<file path="config.mk">
export PLATFORM = sky130hd
export DESIGN_NAME = dvi_tmds_encoder
export DESIGN_NICKNAME = d
export VERILOG_FILES = /design/src/rtl/dvi_tmds_encoder.sv
export SDC_FILE = /design/constraint.sdc
export NUM_CORES = 1
export LEC_CHECK = 0
export CORE_ASPECT_RATIO = 1.5
export CORE_UTILIZATION = 45
export CTS_BUF_LIST = sky130_fd_sc_hd__clkbuf_8
export CTS_CLUSTER_SIZE = 12
export DETAILED_ROUTE_END_ITERATION = 10
export HOLD_SLACK_MARGIN = 0.03
export PLACE_DENSITY = 0.67
export SLEW_MARGIN = 20
export SYNTH_ARGS = -nofsm -noshare
export SYNTH_HDL_FRONTEND = slang
export SYNTH_SLANG_ARGS = --single-unit
</file>
<file path="constraint.sdc">
create_clock -name clk_i -period 11 [get_ports clk_i]
set_input_delay 1.1 -clock clk_i [delete_from_list [all_inputs] [get_ports clk_i]]
set_output_delay 1.1 -clock clk_i [all_outputs]
set_load 0.02 [all_outputs]
</file>
<file path="src/rtl/dvi_tmds_encoder.sv">
// -----------------------------------------------------------------------------
// dvi_tmds_encoder
//
// Single-channel DVI TMDS 8b/10b encoder. Each pixel clock one 8-bit colour
// component (de_i=1) or one pair of control bits (de_i=0) is accepted, and one
// DC-balanced 10-bit TMDS character is produced.
//
// Pipeline:
//   stage 1 : transition minimisation -> q_m[8:0], de_s1, ctrl_s1
//   stage 2 : DC balance against running disparity cnt -> tmds_s2
//   optional: extra output register (macro DVI_TMDS_OUT_REG_EN)
// Latency is 2 clocks by default, 3 with DVI_TMDS_OUT_REG_EN defined.
// Encoding results are identical in both builds.
//
// Parameters:
//   RST_CODE   value of tmds_o while in reset (control code for C1C0=00)
// Ports:
//   clk_i      pixel clock
//   rst_i      synchronous, active-high reset
//   data_i     colour component, used when de_i=1
//   ctrl_i     {C1, C0}, used when de_i=0
//   de_i       1 = video data character, 0 = control character
//   tmds_o     encoded character, LSB transmitted first
// -----------------------------------------------------------------------------
module dvi_tmds_encoder #(
  parameter logic [9:0] RST_CODE = 10'b1101010100
) (
  input  logic       clk_i,
  input  logic       rst_i,
  input  logic [7:0] data_i,
  input  logic [1:0] ctrl_i,
  input  logic       de_i,
  output logic [9:0] tmds_o
);

  localparam logic [9:0] CTRL_CODE_00 = 10'b1101010100;
  localparam logic [9:0] CTRL_CODE_01 = 10'b0010101011;
  localparam logic [9:0] CTRL_CODE_10 = 10'b0101010100;
  localparam logic [9:0] CTRL_CODE_11 = 10'b1010101011;

  function automatic logic [3:0] popcount8(input logic [7:0] v);
    logic [3:0] n;
    n = '0;
    for (int i = 0; i < 8; i++) n = n + {3'b000, v[i]};
    return n;
  endfunction

  // ---------------------------------------------------------------------------
  // Stage 1: transition minimisation
  // ---------------------------------------------------------------------------
  logic [3:0] n1_d;
  logic       use_xnor;
  logic [8:0] q_m_d;

  // NOTE: every always_comb output gets a default first so no path can leave it
  // unassigned, which would otherwise infer a latch.
  always_comb begin
    logic prev;
    n1_d     = popcount8(data_i);
    use_xnor = (n1_d > 4'd4) || ((n1_d == 4'd4) && !data_i[0]);
    q_m_d    = '0;
    prev     = data_i[0];
    q_m_d[0] = prev;
    for (int i = 1; i < 8; i++) begin
      prev     = use_xnor ? ~(prev ^ data_i[i]) : (prev ^ data_i[i]);
      q_m_d[i] = prev;
    end
    q_m_d[8] = ~use_xnor;
  end

  logic [8:0] q_m;
  logic       de_s1;
  logic [1:0] ctrl_s1;

  // NOTE: sequential state uses non-blocking assignments so every register
  // samples pre-edge values regardless of statement order.
  always_ff @(posedge clk_i) begin
    if (rst_i) begin
      q_m     <= '0;
      de_s1   <= 1'b0;
      ctrl_s1 <= 2'b00;
    end else begin
      q_m     <= q_m_d;
      de_s1   <= de_i;
      ctrl_s1 <= ctrl_i;
    end
  end

  // ---------------------------------------------------------------------------
  // Stage 2: DC balance
  // ---------------------------------------------------------------------------
  logic        [3:0] n1q;
  logic signed [4:0] bal;       // n1q - n0q = 2*n1q - 8
  logic signed [4:0] cnt;
  logic signed [4:0] cnt_nxt;
  logic        [9:0] code_nxt;
  logic        [9:0] tmds_s2;

  always_comb begin
    n1q      = popcount8(q_m[7:0]);
    bal      = {n1q, 1'b0} - 5'd8;
    code_nxt = CTRL_CODE_00;
    cnt_nxt  = '0;
    if (!de_s1) begin
      // Control period: disparity restarts from zero for the next data run.
      unique case (ctrl_s1)
        2'b00: code_nxt = CTRL_CODE_00;
        2'b01: code_nxt = CTRL_CODE_01;
        2'b10: code_nxt = CTRL_CODE_10;
        2'b11: code_nxt = CTRL_CODE_11;
        default: code_nxt = CTRL_CODE_00;
      endcase
      cnt_nxt = '0;
    end else if ((cnt == 5'sd0) || (n1q == 4'd4)) begin
      code_nxt = {~q_m[8], q_m[8], q_m[8] ? q_m[7:0] : ~q_m[7:0]};
      cnt_nxt  = q_m[8] ? (cnt + bal) : (cnt - bal);
    end else if ((!cnt[4] && (n1q > 4'd4)) || (cnt[4] && (n1q < 4'd4))) begin
      // cnt is non-zero here, so a clear sign bit means cnt > 0.
      code_nxt = {1'b1, q_m[8], ~q_m[7:0]};
      cnt_nxt  = cnt + (q_m[8] ? 5'sd2 : 5'sd0) - bal;
    end else begin
      code_nxt = {1'b0, q_m[8], q_m[7:0]};
      cnt_nxt  = cnt - (q_m[8] ? 5'sd0 : 5'sd2) + bal;
    end
  end

  always_ff @(posedge clk_i) begin
    if (rst_i) begin
      cnt     <= '0;
      tmds_s2 <= RST_CODE;
    end else begin
      cnt     <= cnt_nxt;
      tmds_s2 <= code_nxt;
    end
  end

  // ---------------------------------------------------------------------------
  // Optional output register for serializer timing closure
  // ---------------------------------------------------------------------------
`ifdef DVI_TMDS_OUT_REG_EN
  logic [9:0] tmds_q;

  always_ff @(posedge clk_i) begin
    if (rst_i) tmds_q <= RST_CODE;
    else       tmds_q <= tmds_s2;
  end

  assign tmds_o = tmds_q;
`else
  assign tmds_o = tmds_s2;
`endif

endmodule

</file>
Word-level counts from Yosys, hierarchy flattened
Cells that the tools add are included.
{"block": "totals", "input_bits": 13, "reg_bits": 27, "output_inout_bits": 10, "elab_cells": 80}
{"block": "classes", "eq_ne": 5, "add_sub_neg": 21, "bitwise_logic": 18, "reduce_logical": 11, "n_lt_le_gt_ge": 3, "muxes": 17}
{"cell": "10-bit one-hot mux with 4 select lines", "n": 1}
{"cell": "4-bit by 1-bit adder with 4-bit output", "n": 8}
{"cell": "10-bit 2-to-1 mux", "n": 3}
{"cell": "5-bit 2-to-1 mux", "n": 3}
{"cell": "5-bit adder", "n": 2}
{"cell": "1-bit NOT", "n": 10}
{"cell": "5-bit subtractor", "n": 2}
{"cell": "3-bit by 1-bit adder with 4-bit output", "n": 2}
{"cell": "4-bit by 3-bit equality test with 1-bit output, second input constant", "n": 2}
{"cell": "4-bit by 3-bit greater-than comparator with 1-bit output, second input constant", "n": 2}
{"cell": "8-bit 2-to-1 mux", "n": 1}
{"cell": "8-bit NOT", "n": 1}
{"cell": "1-bit 2-to-1 mux", "n": 7}
{"cell": "1-bit XOR", "n": 7}
{"cell": "2-bit by 1-bit adder with 3-bit output", "n": 2}
{"cell": "5-bit by 3-bit adder with 5-bit output", "n": 1}
{"cell": "5-bit zero test", "n": 1}
{"cell": "5-bit by 3-bit subtractor with 5-bit output", "n": 1}
{"cell": "5-bit by 4-bit subtractor with 5-bit output, second input constant", "n": 1}
{"cell": "1-bit by 1-bit adder with 2-bit output", "n": 2}
{"cell": "2-bit equality test, second input constant", "n": 2}
{"cell": "4-bit by 3-bit less-than comparator with 1-bit output, second input constant", "n": 1}
{"cell": "2-bit 2-to-1 mux", "n": 2}
{"cell": "1-bit logical AND", "n": 3}
{"cell": "other kinds (5)", "n": 8}

Depth between registers and ports, before layout
{"block": "depth", "word_depth": 29, "mapped_depth": 16, "depth_no_buf": 16}

Worst setup path after synthesis
No wires, ideal clock.
{"block": "synth_path", "path_kind": "input port to flip-flop", "start": "input data_i[0]", "end": "register q_m[7]", "slack_ps": 6637, "setup_time_ps": 65, "n_path_buf": 0, "required_time_ps": 10935, "path_stages": 12, "arrival_ps": 4298, "cell_sequence": "inv_1 > fa_1 > fa_1 > fa_1 > inv_1 > ha_1 > fa_1 > nor3b_1 > o21ai_1 > a21oi_4 > xnor3_1 > nor2_1"}
{"block": "synth_between", "elab_chain_cells": 29, "elab_cells_between_ends": 33, "classes_between": "add/sub: 7; order compare: 1; eq/ne: 1; mux: 7; bitwise: 14; reduce/logical: 3"}
{"element": "start: declaration", "line": "30", "text": "input logic [7:0] data_i,"}
{"element": "parallel branches: the longest is 28 deep, another holds 3-bit by 1-bit adder with 4-bit output"}
{"element": "1-bit 2-to-1 mux *", "line": "65", "text": "prev = use_xnor ? ~(prev ^ data_i[i]) : (prev ^ data_i[i]);"}
{"element": "end signal: assignment", "line": "83", "text": "q_m <= q_m_d;"}
{"element": "end: declaration", "line": "71", "text": "logic [8:0] q_m;"}
Mark *: on every way between the ends.
A chain may end at the register's enable or synchronous reset.

Worst setup path after layout
Same ends and word-level chain as after synthesis.

==> impl_metrics.csv <==
group,metric,value,unit
final_layout,final_core_util,55.6,%
yosys,synth_xor_area_share,14.8,%
route,drc,2,
timing,maxSlewViolCount,0,
final_layout,fin_cells,270,
setup_path,path_max_fanout,5,
yosys,synth_top_family_by_area,"adder cells",
timing,timing.final.crit_period,4.84,ns
yosys,synth_cell_types,44,
yosys,synth_compound_area_share,12.4,%
yosys,synthMuxAreaShare,0.549,%
yosys,syn_avg_cell_area,10.1,um^2
setup_path,cpMaxStageDelayCell,"fa_1",
setup_path,startpoint_type,"input pin",
final_layout,diodes,0,
floorplanning,die-height,84.7,um
timing,tightest_slew,0.713,ns
route,wire_per_inst,12.1,um
global_route,grt_max_degree,22,
yosys,synth_edf_count,0,
cts,cts_tree,"built",
final_layout,drive_gt1_share,7.14,%
timing,setup_viol,0,
yosys,synth.most_common_cell,"inv_1",
global_route,grt_overflow_total,0,
global_route,grt_pass1_wl,6070,um
floorplanning,design.core.area,4280,um^2
yosys,async_reset_ff_share,0,%
route,routed_wl,3280,um
global_route,grtUsageTotal,15.8,%
timing,fmax,207,MHz
timing,fin_setup_tns,0,ns
route,firstDrtPassIters,7,
yosys,synth_top_cell_by_area,"dfxtp_1",
cts,cts_buffer_depth,2,
global_route,antenna_found_initial,0,
global_route,grt_pass1_vias,1383,
final_layout,layout.nets,276,
yosys,ys_ff_latch,26,
setup_path,path_cells,"clkdlybuf4s50_1 -> inv_1 -> fa_1 -> fa_1 -> fa_1 -> inv_1 -> ha_1 -> fa_1 -> nor3b_1 -> o21ai_1 -> a21oi_4 -> xnor3_1 -> nor2_1",
cts,cts_sinks,26,
timing,period_share,44.0,%
floorplanning,die_w,57.1,um
route,viasPerCell,5.11,
global_route,grtUsageMet2,29.6,%
setup_path,critical-path-max-stage-delay,0.55,ns
route,dr_total_vias,1381,
place,hpwl,2690,um
setup_path,path_class,"in -> reg",
yosys,yosysSeqAreaShare,25.4,%
yosys,syn_nets,254,
yosys,synth-warning-count,0,
setup_path,worstPathRequired,11.20,ns
global_route,globalRoute.busiestLayer,"met2",
timing,hold_violations,0,
setup_path,arrival,5.04,ns
cts,cts_buffers,3,
yosys,ys_top_cells_by_area,"dfxtp_1, ha_1, fa_1, inv_1, xnor2_1",
cts,holdBufCountCts,0,
place,port_buffers,22,
setup_path,crit_top_cell,"fa_1",
cts,clk_latency,0.27,ns
cts,cts.repair.resized,0,
floorplanning,die_area,4830,um^2
cts,root_buffer,"clkbuf_8",
yosys,synth_area,2050,um^2
global_route,grt_use_met3,0.924,%
place,placed_cells,266,
yosys,ys_top_cells_by_count,"inv_1, dfxtp_1, ha_1",
route,antenna_left,0,
job,maxCapViolations,0,
cts,cts_max_level,1,
floorplanning,num_rows,29,
floorplanning,ioPinCount,23,
setup_path,endpoint_kind,"flip-flop",
timing,finClkSkew,0.00922,ns
timing,rsz0062_at_grt,"no",
yosys,synthSimpleGateAreaFrac,10.4,%
timing,slew_headroom,52.3,%
run_status,status,"finished, violations left",
hold_path,min_path_type,"reg -> reg",
place,gp_congestion,0.742,
cts,postCtsSetupBuffers,0,
yosys,synth_top_area_share,25.4,%
route,drt_iter0_markers,19,
cts,clk_pin_slew_worst_paths,0.10,ns
yosys,synth_ff_type,"dfxtp_1",
yosys,synth_fa_ha_area_share,28.0,%
final_layout,area_delta_synth_final,16.1,%
yosys,synthCells,203,
run_status,failed_checks,"DRC",
floorplanning,start_util,47.9,%
global_route,use_met1,18.8,%
==> through the flow <==
step | cell area [um^2] | setup slack [ns] | hold slack (ns)
3_5_place_dp | 2310 | 5.91 | 0.481
4_1_cts | 2380 | 6.18 | 0.495
3_3_place_gp | 2310 | 6.01 | 0.483
2_1_floorplan | 2050 | 6.64 | 0.448
5_1_grt | 2380 | 6.02 | 0.543
6_report | 2380 | 6.16 | 0.496
==> worst paths after layout <==
kind,start,end,slack [ns],depth (start not counted)
worst min-delay path,q_m[5],tmds_o[5],0.50,1
worst min register to register,q_m[5],tmds_o[5],0.50,1
worst max register to register,q_m[0],cnt[4],6.53,16
worst max-delay path,data_i[0],q_m[7],6.16,13
==> logic make-up (layout without fill, tap and decap cells) <==
kind of cell,Yosys count,after routing
simple gates,36,36
xor+xnor,26,26
fa+ha+maj,38,38
compound gates,37,37
mux,1,1
flops,26,26
buf+inv,39,60
==> critical path, delay by kind of cell <==
family	cells	cell delay, ns
buf+inv	3	0.62
xor+xnor	1	0.41
simple gates	2	0.38
fa+ha+maj	5	2.14
compound gates	2	0.39
==> per-layer routing <==
layer  part of all wire [%]  wire, um
met1                     44      1440
met2                     53      1740
met3                    1.7        56
met4                    1.1        36
met5                      0         0
==> registers in the layout, summed over array words and instances, names as in the netlist <==
signal	cells
q_m	9
tmds_o	10
ctrl_s1	2
de_s1	1
cnt	4
==> layout make-up <==
type,count,area [um^2]
fillers,380,1900
repair buffers,22,220
clock inverters,1,30.0
well taps,46,57.6
inverters,34,154
multi-input cells,138,1360
clock buffers,3,41.3
flip-flops and latches,26,520
==> cell usage in the layout, fill, tap and decap left out, types with 7 or more instances in the layout <==
cell	n
o21ai_0	8
nor2_1	12
clkdlybuf4s50_1	22
fa_1	13
inv_1	33
xor2_1	7
xnor2_1	13
ha_1	25
dfxtp_1	26
a21oi_1	12
Power is not shown: default switching activity piles up to over one toggle a cycle in this logic, so the estimate is an artifact.
